File: src/rtl/seg7_scan_ctrl_if.sv
// Load handshake bundle for seg7_scan_ctrl.
//   load_valid  producer offers a new display value
//   load_value  four BCD nibbles, [15:12] = leftmost digit 3, [3:0] = digit 0
//   load_lz     leading-zero blanking request travelling with load_value
//   load_ready  consumer's pending buffer is empty, so an offer is accepted
interface seg7_scan_ctrl_if;
    logic        load_valid;
    logic [15:0] load_value;
    logic        load_lz;
    logic        load_ready;

    modport master (
        output load_valid,
        output load_value,
        output load_lz,
        input  load_ready
    );

    modport slave (
        input  load_valid,
        input  load_value,
        input  load_lz,
        output load_ready
    );
endinterface

File: src/rtl/seg7_scan_ctrl.sv
// Multiplexed 4-digit 7-segment scan controller.
// Each digit slot is BLANK_CYC cycles of all-anodes-off dead time followed by
// ON_CYC cycles with that digit's anode driven low. New values are double
// buffered (pending -> active) and swapped only at frame end.
// Ports:
//   clk         system clock, rising edge
//   reset_n     synchronous active-low reset
//   enable      scan enable; low blanks the display and parks the scan at digit 0
//   bus         load handshake (slave side)
//   bcd         nibble for the external BCD-to-7-segment decoder (4'hA = dash)
//   anode       active-low digit enables, bit n = digit n
//   frame_done  one-cycle pulse in the last ON cycle of digit 3
module seg7_scan_ctrl #(
    parameter int unsigned ON_CYC    = 100000,
    parameter int unsigned BLANK_CYC = 1000
) (
    input  logic                    clk,
    input  logic                    reset_n,
    input  logic                    enable,
    seg7_scan_ctrl_if.slave         bus,
    output logic [3:0]              bcd,
    output logic [3:0]              anode,
    output logic                    frame_done
);

    localparam int unsigned MaxCyc = (ON_CYC > BLANK_CYC) ? ON_CYC : BLANK_CYC;
    localparam int unsigned CntW   = (MaxCyc > 1) ? $clog2(MaxCyc) : 1;

    localparam logic [CntW-1:0] OnLast    = CntW'(ON_CYC - 1);
    localparam logic [CntW-1:0] OnPenult  = CntW'(ON_CYC - 2);
    localparam logic [CntW-1:0] BlankLast = CntW'(BLANK_CYC - 1);
    localparam logic            OnSingle  = (ON_CYC == 1);

    typedef enum logic {StBlank, StOn} state_t;

    state_t          state;
    logic [1:0]      dsel;
    logic [CntW-1:0] cnt;

    logic [15:0]     act_value;
    logic            act_lz;
    logic [15:0]     pend_value;
    logic            pend_lz;
    logic            pend_full;

    logic            xfer;
    logic            accept;
    logic [15:0]     act_value_nxt;
    logic [1:0]      dsel_inc;
    logic [3:0]      lz_blank;

    // Nibble for a digit, with out-of-range codes folded onto the dash code.
    function automatic logic [3:0] nib_code(input logic [15:0] v, input logic [1:0] sel);
        logic [3:0] n;
        n = v[{sel, 2'b00} +: 4];
        return (n > 4'd9) ? 4'hA : n;
    endfunction

    assign bus.load_ready = ~pend_full;
    assign accept         = bus.load_valid & ~pend_full;
    // frame_done is high exactly in the last ON cycle of digit 3, so it doubles
    // as the swap strobe: the whole next frame sees one consistent value.
    assign xfer           = frame_done & pend_full;
    assign act_value_nxt  = xfer ? pend_value : act_value;
    assign dsel_inc       = dsel + 2'd1;

    // A digit is blanked only if it and every digit to its left are zero.
    assign lz_blank[3] = act_lz & (act_value[15:12] == 4'h0);
    assign lz_blank[2] = lz_blank[3] & (act_value[11:8] == 4'h0);
    assign lz_blank[1] = lz_blank[2] & (act_value[7:4] == 4'h0);
    assign lz_blank[0] = 1'b0;

    always_ff @(posedge clk) begin
        if (!reset_n) begin
            state      <= StBlank;
            dsel       <= 2'd0;
            cnt        <= '0;
            anode      <= 4'hF;
            bcd        <= 4'h0;
            frame_done <= 1'b0;
            act_value  <= 16'h0000;
            act_lz     <= 1'b0;
            pend_value <= 16'h0000;
            pend_lz    <= 1'b0;
            pend_full  <= 1'b0;
        end else begin
            // Handshake runs regardless of enable.
            if (xfer) begin
                act_value <= pend_value;
                act_lz    <= pend_lz;
                pend_full <= 1'b0;
            end else if (accept) begin
                pend_value <= bus.load_value;
                pend_lz    <= bus.load_lz;
                pend_full  <= 1'b1;
            end

            if (!enable) begin
                state      <= StBlank;
                dsel       <= 2'd0;
                cnt        <= '0;
                anode      <= 4'hF;
                frame_done <= 1'b0;
                bcd        <= nib_code(act_value_nxt, 2'd0);
            end else begin
                unique case (state)
                    StBlank: begin
                        if (cnt == BlankLast) begin
                            state      <= StOn;
                            cnt        <= '0;
                            anode      <= lz_blank[dsel] ? 4'hF : ~(4'b0001 << dsel);
                            frame_done <= OnSingle & (dsel == 2'd3);
                        end else begin
                            cnt        <= cnt + 1'b1;
                            frame_done <= 1'b0;
                        end
                    end
                    StOn: begin
                        if (cnt == OnLast) begin
                            state      <= StBlank;
                            cnt        <= '0;
                            dsel       <= dsel_inc;
                            anode      <= 4'hF;
                            frame_done <= 1'b0;
                            // Present next digit's code for the full dead time.
                            bcd        <= nib_code(act_value_nxt, dsel_inc);
                        end else begin
                            cnt        <= cnt + 1'b1;
                            frame_done <= ~OnSingle & (cnt == OnPenult) & (dsel == 2'd3);
                        end
                    end
                    default: begin
                        state <= StBlank;
                    end
                endcase
            end
        end
    end

endmodule

File: src/flat_wrapper.sv
// flat-port wrapper written by rule: the top's interface ports become plain ports
module seg7_scan_ctrl_flat 
#(
    parameter int unsigned ON_CYC    = 100000,
    parameter int unsigned BLANK_CYC = 1000
)
  (clk, reset_n, enable, bcd, anode, frame_done, bus_load_valid, bus_load_value, bus_load_lz, bus_load_ready);
  seg7_scan_ctrl_if bus_i ();
  input  logic clk;
  input  logic reset_n;
  input  logic enable;
  output logic [3:0] bcd;
  output logic [3:0] anode;
  output logic frame_done;
  input wire logic [$bits(bus_i.load_valid)-1:0] bus_load_valid;
  input wire logic [$bits(bus_i.load_value)-1:0] bus_load_value;
  input wire logic [$bits(bus_i.load_lz)-1:0] bus_load_lz;
  output wire logic [$bits(bus_i.load_ready)-1:0] bus_load_ready;
  assign bus_i.load_valid = bus_load_valid;
  assign bus_i.load_value = bus_load_value;
  assign bus_i.load_lz = bus_load_lz;
  assign bus_load_ready = bus_i.load_ready;
  seg7_scan_ctrl #(.ON_CYC(ON_CYC), .BLANK_CYC(BLANK_CYC)) u_core (.clk(clk), .reset_n(reset_n), .enable(enable), .bus(bus_i), .bcd(bcd), .anode(anode), .frame_done(frame_done));
endmodule
File: config.mk
export PLATFORM = sky130hd
export DESIGN_NAME = seg7_scan_ctrl_flat
export DESIGN_NICKNAME = d
export VERILOG_FILES = /design/src/rtl/seg7_scan_ctrl_if.sv /design/src/rtl/seg7_scan_ctrl.sv /design/src/flat_wrapper.sv
export SDC_FILE = /design/constraint.sdc
export NUM_CORES = 1
export LEC_CHECK = 0
export ABC_CLOCK_PERIOD_IN_PS = 2900
export CORE_UTILIZATION = 30
export CTS_BUF_LIST = sky130_fd_sc_hd__clkbuf_4
export CTS_CLUSTER_DIAMETER = 200
export DETAILED_ROUTE_END_ITERATION = 16
export GPL_TIMING_DRIVEN = 0
export PLACE_DENSITY = 0.53
export SLEW_MARGIN = 25
export SYNTH_ARGS = -nofsm -noshare
export SYNTH_HDL_FRONTEND = slang
export SYNTH_SLANG_ARGS = --single-unit
File: constraint.sdc
create_clock -name clk -period 2.9 [get_ports clk]
set_clock_uncertainty 0.2 [all_clocks]
set_input_delay 0.725 -clock clk [delete_from_list [all_inputs] [get_ports clk]]
set_output_delay 0.725 -clock clk [all_outputs]
set_load 0.01 [all_outputs]
# [After elaboration in Yosys (flattened, before gate mapping)]
# Cells that the tools add are included.
[totals] in_bits=21 wordCells=66 ff_bits=64 out_inout_bits=10
[op_classes] eq_ne=8 muxes=20 bitwise=11 reduce_logical=9 shifts=2 n_lt_le_gt_ge=3 addsub=2
[op_table] operator="17-bit == test (second input constant)" count=2
[op_table] operator="17-bit two-way mux" count=2
[op_table] operator="17-bit one-hot mux with 2 select lines" count=1
[op_table] operator="4-bit two-way mux" count=8
[op_table] operator="17-bit by 1-bit adder with 17-bit output (second input constant)" count=1
[op_table] operator="17-bit by 10-bit == test with 1-bit output (second input constant)" count=1
[op_table] operator="16-bit two-way mux" count=1
[op_table] operator="16-bit by 5-bit indexed part select with 4-bit output" count=1
[op_table] operator="4-bit zero test" count=3
[op_table] operator="2-bit AND reduction" count=5
[op_table] operator="4-bit > comparator (second input constant)" count=2
[op_table] operator="4-bit one-hot mux with 2 select lines" count=1
[op_table] operator="1-bit bitwise AND" count=6
[op_table] operator="2-bit by 1-bit inequality test with 1-bit output (second input constant)" count=3
[op_table] operator="1-bit two-way mux" count=4
[op_table] operator="1-bit NOT" count=4
[op_table] operator="4-bit NOT" count=1
[op_table] operator="1-bit one-hot mux with 2 select lines" count=2
[op_table] operator="1-bit by 2-bit left shift with 4-bit output (first input constant)" count=1
[op_table] operator="2-bit by 3-bit < comparator with 1-bit output (second input constant)" count=1
[op_table] operator="2-bit by 1-bit adder with 2-bit output (second input constant)" count=1
[op_table] operator="1-bit binary-select mux with 2-bit select" count=1
[op_table] operator="2-bit == test (second input constant)" count=1
[op_table] operator="2-bit inequality test (second input constant)" count=1
[op_table] operator="2-bit OR reduction" count=1

# [Longest topological paths before layout]
# Gate-level depths: netlist (run 1).
[logic_depth] depth_word=9 ltp_mapped=9 mapped_depth_nobuf=6

# [Least setup slack after synthesis (run 1)]
# Ideal clock, no wire load.
[synth_timing] path_kind="reg-to-reg" startpoint="reg u_core.dsel[0]" endpoint="reg u_core.bcd[2]" stages_incl_launch_ff=8 arrival_ps=2449 setup_time_ps=74 setup_slack_ps=177 path_buffers=1 synth_period_minus_slack_ps=2723 path_cell_list="dfxtp_1 > inv_1 > ha_1 > clkbuf_1 > mux4_2 > mux2_2 > or3_1 > a31oi_1"
[synth_via] elab_chain_cells=7
[synth_lines] item="start: declaration" line="seg7_scan_ctrl.sv:37" text="logic [1:0] dsel;"
[synth_lines] item="start signal: assignment" line="seg7_scan_ctrl.sv:122" text="dsel <= dsel_inc;"
[synth_lines] item="2-bit by 1-bit adder with 2-bit output (*)" line="seg7_scan_ctrl.sv:65" text="assign dsel_inc = dsel + 2'd1;"
[synth_lines] item="net u_core.dsel_inc[0]" line="seg7_scan_ctrl.sv:49" text="logic [1:0] dsel_inc;"
[synth_lines] item="16-bit by 5-bit indexed part select with 4-bit output (*)" line="seg7_scan_ctrl.sv:55" text="n = v[{sel, 2'b00} +: 4];"
[synth_lines] item="4-bit > comparator" line="seg7_scan_ctrl.sv:56" text="return (n > 4'd9) ? 4'hA : n;"
[synth_lines] item="4-bit two-way mux (*)" line="seg7_scan_ctrl.sv:56"
[synth_lines] item="4-bit two-way mux (*)" line="seg7_scan_ctrl.sv:119" text="if (cnt == OnLast) begin"
[synth_lines] item="4-bit two-way mux (*)" line="seg7_scan_ctrl.sv:106" text="unique case (state)"
[synth_lines] item="4-bit two-way mux (*)" line="seg7_scan_ctrl.sv:98" text="if (!enable) begin"
[synth_lines] item="end signal: assignment" line="seg7_scan_ctrl.sv:104" text="bcd <= nib_code(act_value_nxt, 2'd0);"
[synth_lines] item="end signal: assignment" line="seg7_scan_ctrl.sv:126" text="bcd <= nib_code(act_value_nxt, dsel_inc);"
[synth_lines] item="end: declaration" line="seg7_scan_ctrl.sv:21" text="output logic [3:0] bcd,"
# Mark *: on every way through the listed nets, which the timed path passes. The rest lies on a longest branch. The select of a mux whose other input is x is not followed.
# A chain may end at the register's enable or synchronous reset.

# [Worst setup path in the final report (run 1)]
# Same ends and word-level chain as after synthesis.

==> results.toml, run 1 <==
[outcome]
status = "completed"

[hold_path]
hold-path-cell-count = 2
holdCritPathClass = "register to register"

[floorplanning]
initial_core_util_pct = 31.19
die_w_microns = 100.2
dieArea_sq_um = 10050
num_rows = 35
fp.coreArea_sq_um = 9284
pin_count = 31
die_y_microns = 100.2

[clocking]
hold_buffers = 0
path_clk_slew_ps = 110
cts_root_buffer = "clkbuf_4"
htreeDepth = 3
clock-sinks = 64
cts_tree = "done"
clock_latency_ps = 410
clock_path_buffers = 2
cts_buffers = 9

[critical_path]
path_cells = "inv_1 -> ha_2 -> mux4_2 -> mux2_2 -> or3_1 -> a31oi_1"
required_ps = 3030
arrival_ps = 2820
worstSetupPathType = "register to register"
endpoint_kind = "register"
r2r_cells = 6
crit_slowest_cell = "mux4_2"
start_kind = "register"
cp_max_fo = 7
cp_slowest_stage_delay_ps = 530

[sta]
relSlewSlack_pct = 65.06
hold_viol = 0
fin_tns_setup_ps = 0
fin_crit_sh_pct = 92.67
rsz0062_at_grt = "no"
slew_viol_final = 0
fin_crit_ps = 2688
whs_ps = 269.7
setup_viol = 0
fmax_ghz = 0.3721
worstMarginPinSlew_ps = 509.6

[finish]
nNetsFinal = 381
final_cell_area_sq_um = 3456
final_util_pct = 37.22
antennaDiodeCount = 0
syn2layout_area_growth_pct = 19.36
layout-drive-gt1-share_pct = 9.497
final_common_cell = "dfxtp_1"
mostFrequentLayoutCells = "dfxtp_1, nand2_1, clkdlybuf4s50_1"
n_fill_cell = 997

[global_route]
grt-ovfl-total = 0
grt_pass1_wl_microns = 10560
grt_usage_pct = 13.55
grt_pass1_vias = 2153
grt_max_degree = 12
antenna_found_initial = 0

[synth]
ys_types = 43
ys_warn_count = 0
yosysSeqAreaShare_pct = 44.25
syn_avg_cell_area_sq_um = 9.191
synthCells = 315
synth_async_sr_flop_share_pct = 0
ys_seq_elements = 64
synth_area_sq_um = 2895
synth-edff-count = 0
synthFlopType = "dfxtp_1"
synth_nets = 342

[pwr]
p_per_area_nw_per_um2 = 437.0
p_total_mw = 1.510
p_leak_nw = 1.269
ir_drop_v = 0.0001925

[detailed_routing]
drc = 0
dr.pass1.iters = 4
drt_iter0_drc = 94
wirelength_microns = 6093
vias = 2196
viasPerCell = 4.509
wl_per_cell_microns = 12.51
antenna_left = 0

[placement]
gp_congestion = 0.8016
detailed_place.area_sq_um = 3347
io_buffers = 29
dp_hpwl_microns = 4689

[run]
cap_violations = 0
kinds of logic after synthesis:
kind of cell    count (synthesis)  synth area share [%]
fa+ha+maj                       6                 2.593
compound gates                 41                 9.680
buf+inv                        23                 4.062
xor+xnor                       16                 4.840
flops                          64                 44.25
mux                            22                 9.853
simple gates                  143                 24.72
power by group:
group,switching (mW),internal [mW],total [mW]
clock network,0.323,0.181,0.504
registers,0.0116,0.896,0.908
logic,0.0448,0.0532,0.0981
total,0.380,1.13,1.51
flip-flops by register name, summed over array words and instances (netlist names):
register	cells
u_core.cnt	17
u_core.act_value	16
u_core.pend_value	16
u_core.anode	4
u_core.bcd	4
u_core.dsel	2
u_core.act_lz	1
u_core.frame_done	1
u_core.pend_full	1
u_core.pend_lz	1
u_core.state	1
worst max-delay path: cells and delay by family, from the launching register on:
family | cells | cell delay, ps
adders and majority gates | 1 | 470
and+or+nand+nor | 1 | 350
buffers and inverters | 1 | 170
DFF | 1 | 440
muxes | 2 | 830
AOI/OAI and AO/OA | 1 | 160
metrics by stage:
step	setup slack [ps]	std cells
global placement	-122.2	473
global route	104.1	487
floorplan	177.0	315
CTS	54.71	487
finish	212.5	487
detailed placement	-112.9	473
path summary, 6_finish.rpt:
check | startpoint | endpoint | slack (ps)
worst min register to register | u_core.pend_lz$_SDFFE_PN0P_ | u_core.pend_lz$_SDFFE_PN0P_ | 270
worst min-delay path | u_core.pend_lz$_SDFFE_PN0P_ | u_core.pend_lz$_SDFFE_PN0P_ | 270
worst max register to register | u_core.dsel[0]$_SDFFE_PN0P_ | u_core.bcd[2]$_SDFFE_PN0P_ | 210
worst max-delay path | u_core.dsel[0]$_SDFFE_PN0P_ | u_core.bcd[2]$_SDFFE_PN0P_ | 210
layout make-up:
type | instances | area, sq um | share of cell area [%]
timing repair buffer | 29 | 290.3 | 8.400
multi-input combinational | 228 | 1499 | 43.37
clock inverter | 5 | 33.78 | 0.9776
sequential | 64 | 1282 | 37.11
clock buffer | 10 | 75.07 | 2.172
buffer | 17 | 95.09 | 2.752
tap | 129 | 161.4 | 4.671
inverter | 5 | 18.77 | 0.5431
synthesized netlist by cell type (2+ instances only):
master	count	share of area [%]
nor3_1	4	0.69
nand3_1	12	2.1
nand2_1	57	7.4
o21ai_0	5	0.86
nor2_1	26	3.4
and2_1	2	0.43
a21oi_1	6	1.0
dfxtp_1	64	44
a21boi_0	21	5.4
nor2b_1	13	2.8
nand4_1	3	0.65
xor2_1	10	3.0
mux2_2	2	0.78
buf_4	2	0.52
nor4_1	8	1.7
inv_1	5	0.65
xnor2_1	6	1.8
nand4b_1	2	0.61
mux4_2	5	3.9
a31oi_1	4	0.86
or3_1	3	0.65
clkbuf_1	14	1.8
and3_1	2	0.43
ha_1	6	2.6
mux2i_1	15	5.2
per-layer routing:
metal / part of all wire (%) / track usage (%)
met5: 0 / 0
met4: 1.6 / 6.243
met1: 49 / 16.69
met3: 3.6 / 3.482
met2: 46 / 22.18
timing repair:
action / 4_1_cts / 5_1_grt
buffers inserted: 0 / 0
setup endpoints to repair: 1 / 1
resized for setup: 1 / 1
Note: power is estimated with default switching activity, not from simulation.
==> run 2: changes to the inputs <==
ABC_CLOCK_PERIOD_IN_PS = 3500   (was 2900)
GPL_TIMING_DRIVEN = not set   (was 0)
PLACE_DENSITY = 0.52   (was 0.53)
clock period = 3.5 ns   (was 2.9 ns; I/O delays follow)
==> run 2 against run 1 <==
Net effect: critical path depth unchanged; setup slack improved by 390 ps; count of clock-buffer cells in the layout decreased by 1; cell area unchanged; non-clock buffer count decreased by 10; cell count decreased by 2.1%; global-route usage about the same; maximum frequency decreased by 7.3%; first-iteration DRC count decreased by 40%; highest routed layer unchanged.
==> results.toml, run 2 (synthesis results as in run 1) <==
[clocking]
cts_root_buffer = "clkbuf_4"
clock-sinks = 64
cts_buffers = 9
path_clk_slew_ps = 110
clock_path_buffers = 2
htreeDepth = 3
clock_latency_ps = 400
cts-resized-gates = 0
cts_tree = "done"
hold_buffers = 0
cts_setup_buffers = 0

[global_route]
grt_max_degree = 39
grt-ovfl-total = 0
grt_pass1_wl_microns = 10680
grt_pass1_vias = 2171
antenna_found_initial = 0
grt_usage_pct = 13.60

[pwr]
p_leak_nw = 1.282
p_per_area_nw_per_um2 = 400.6
p_clk_share_pct = 40.0
power.internal_mw = 1.069
p_switching_mw = 0.3154
swShare_pct = 22.78
pwr-share-comb_pct = 5.6
ir_drop_v = 0.0001462
p_total_mw = 1.384
power_frac_seq_pct = 54.3

[hold_path]
holdCritPathClass = "register to register"
hold-path-cell-count = 2
hold_end = "u_core.pend_value[0]$_SDFFE_PN0P_"
hold_start = "u_core.pend_value[0]$_SDFFE_PN0P_"

[critical_path]
cp_max_fo = 7
start_kind = "register"
cp_slowest_stage_delay_ps = 560
r2r_start = "u_core.dsel[0]$_SDFFE_PN0P_"
r2r_cells = 6
worstSetupPathType = "register to register"
crit_family = "multiplexers"
path_buf_inv = 1
endpoint_kind = "register"
path_cells = "inv_1 -> ha_1 -> mux4_2 -> mux2_2 -> or3_1 -> a31oi_1"
arrival_ps = 3040
rr_endpoint = "u_core.bcd[2]$_SDFFE_PN0P_"
required_ps = 3630
crit_slowest_cell = "mux4_2"
rrSetupSlack_ps = 600

[floorplanning]
die_y_microns = 100.2
die_w_microns = 100.2
num_rows = 35
pin_count = 31
initial_core_util_pct = 31.19
dieArea_sq_um = 10050
fp.coreArea_sq_um = 9284

[finish]
final_util_pct = 37.22
syn2layout_area_growth_pct = 19.36
top_regs = "u_core.cnt (17), u_core.act_value (16), u_core.pend_value (16)"
final_common_cell = "dfxtp_1"
antennaDiodeCount = 0
mostFrequentLayoutCells = "dfxtp_1, nand2_1, clkdlybuf4s50_1"
final_cell_count_no_fill = 477
final_cell_area_sq_um = 3456
layout-drive-gt1-share_pct = 9.483
largest_register = "u_core.cnt"
n_fill_cell = 1002
regArea_sq_um = 1281
largest_reg_flops = 17
multi_input_area_sq_um = 1496
nNetsFinal = 371

[detailed_routing]
dr.pass1.iters = 4
vias = 2198
antenna_left = 0
drc = 0
viasPerCell = 4.608
drt_iter0_drc = 56
wl_per_cell_microns = 12.94
wirelength_microns = 6172

[sta]
whs_ps = 271.6
fin_crit_sh_pct = 82.87
rsz0062_at_grt = "no"
fin_tns_setup_ps = 0
setup_viol = 0
fmax_ghz = 0.3448
fin_crit_ps = 2900
finalWorstSetupSlack_ps = 599.7
slew_viol_final = 0
worstMarginPinSlew_ps = 589.9
hold_viol = 0
relSlewSlack_pct = 60.58

[placement]
dp_hpwl_microns = 4539
dp.cells = 462
detailed_place.area_sq_um = 3303
dp_slack_ps = 611.9
gp_congestion = 0.7477
io_buffers = 30

[run]
cap_violations = 0

[outcome]
status = "completed"
run 2: worst max path at each step:
stage | from | slack [ps] | cells after the start | to
after floorplan | u_core.dsel[0]$_SDFFE_PN0P_ | 780 | 7 | u_core.bcd[2]$_SDFFE_PN0P_
after global placement | u_core.dsel[0]$_SDFFE_PN0P_ | 640 | 6 | u_core.bcd[2]$_SDFFE_PN0P_
after detailed placement | u_core.dsel[0]$_SDFFE_PN0P_ | 610 | 6 | u_core.bcd[2]$_SDFFE_PN0P_
after CTS | u_core.dsel[0]$_SDFFE_PN0P_ | 570 | 6 | u_core.bcd[2]$_SDFFE_PN0P_
after global routing | u_core.dsel[0]$_SDFFE_PN0P_ | 460 | 6 | u_core.bcd[2]$_SDFFE_PN0P_
final | u_core.dsel[0]$_SDFFE_PN0P_ | 600 | 6 | u_core.bcd[2]$_SDFFE_PN0P_
run 2: worst min-delay path: stages, from the launching register on:
cell and delay [ps]:
dfxtp_1 330, nand2_1 50, a21boi_0 60
run 2: routing by layer:
layer	vias up	routed length, microns	GRT usage, %
met5	-	0	0
met4	0	59	4.013
met3	8	175	3.552
met2	34	2939	23.23
met1	1009	2997	16.79
li1	1147	-	-
run 2: area by class of cell:
type,count,share of cell area (%)
Multi-Input combinational cell,228,43.30
Sequential cell,64,37.07
Timing Repair Buffer,36,9.993
Tap cell,129,4.671
Clock inverter,6,2.462
Clock buffer,9,1.955
Inverter,5,0.5431
run 2: power by group through the flow:
stage / clock (mW) / sequential, mW / combinational [mW]
CTS: 0.579 / 0.753 / 0.0793
floorplan: 0 / 0.767 / 0.0436
finish: 0.554 / 0.752 / 0.0777
global placement: 0 / 0.769 / 0.0782
global route: 0.617 / 0.755 / 0.0873
detailed placement: 0 / 0.769 / 0.0790
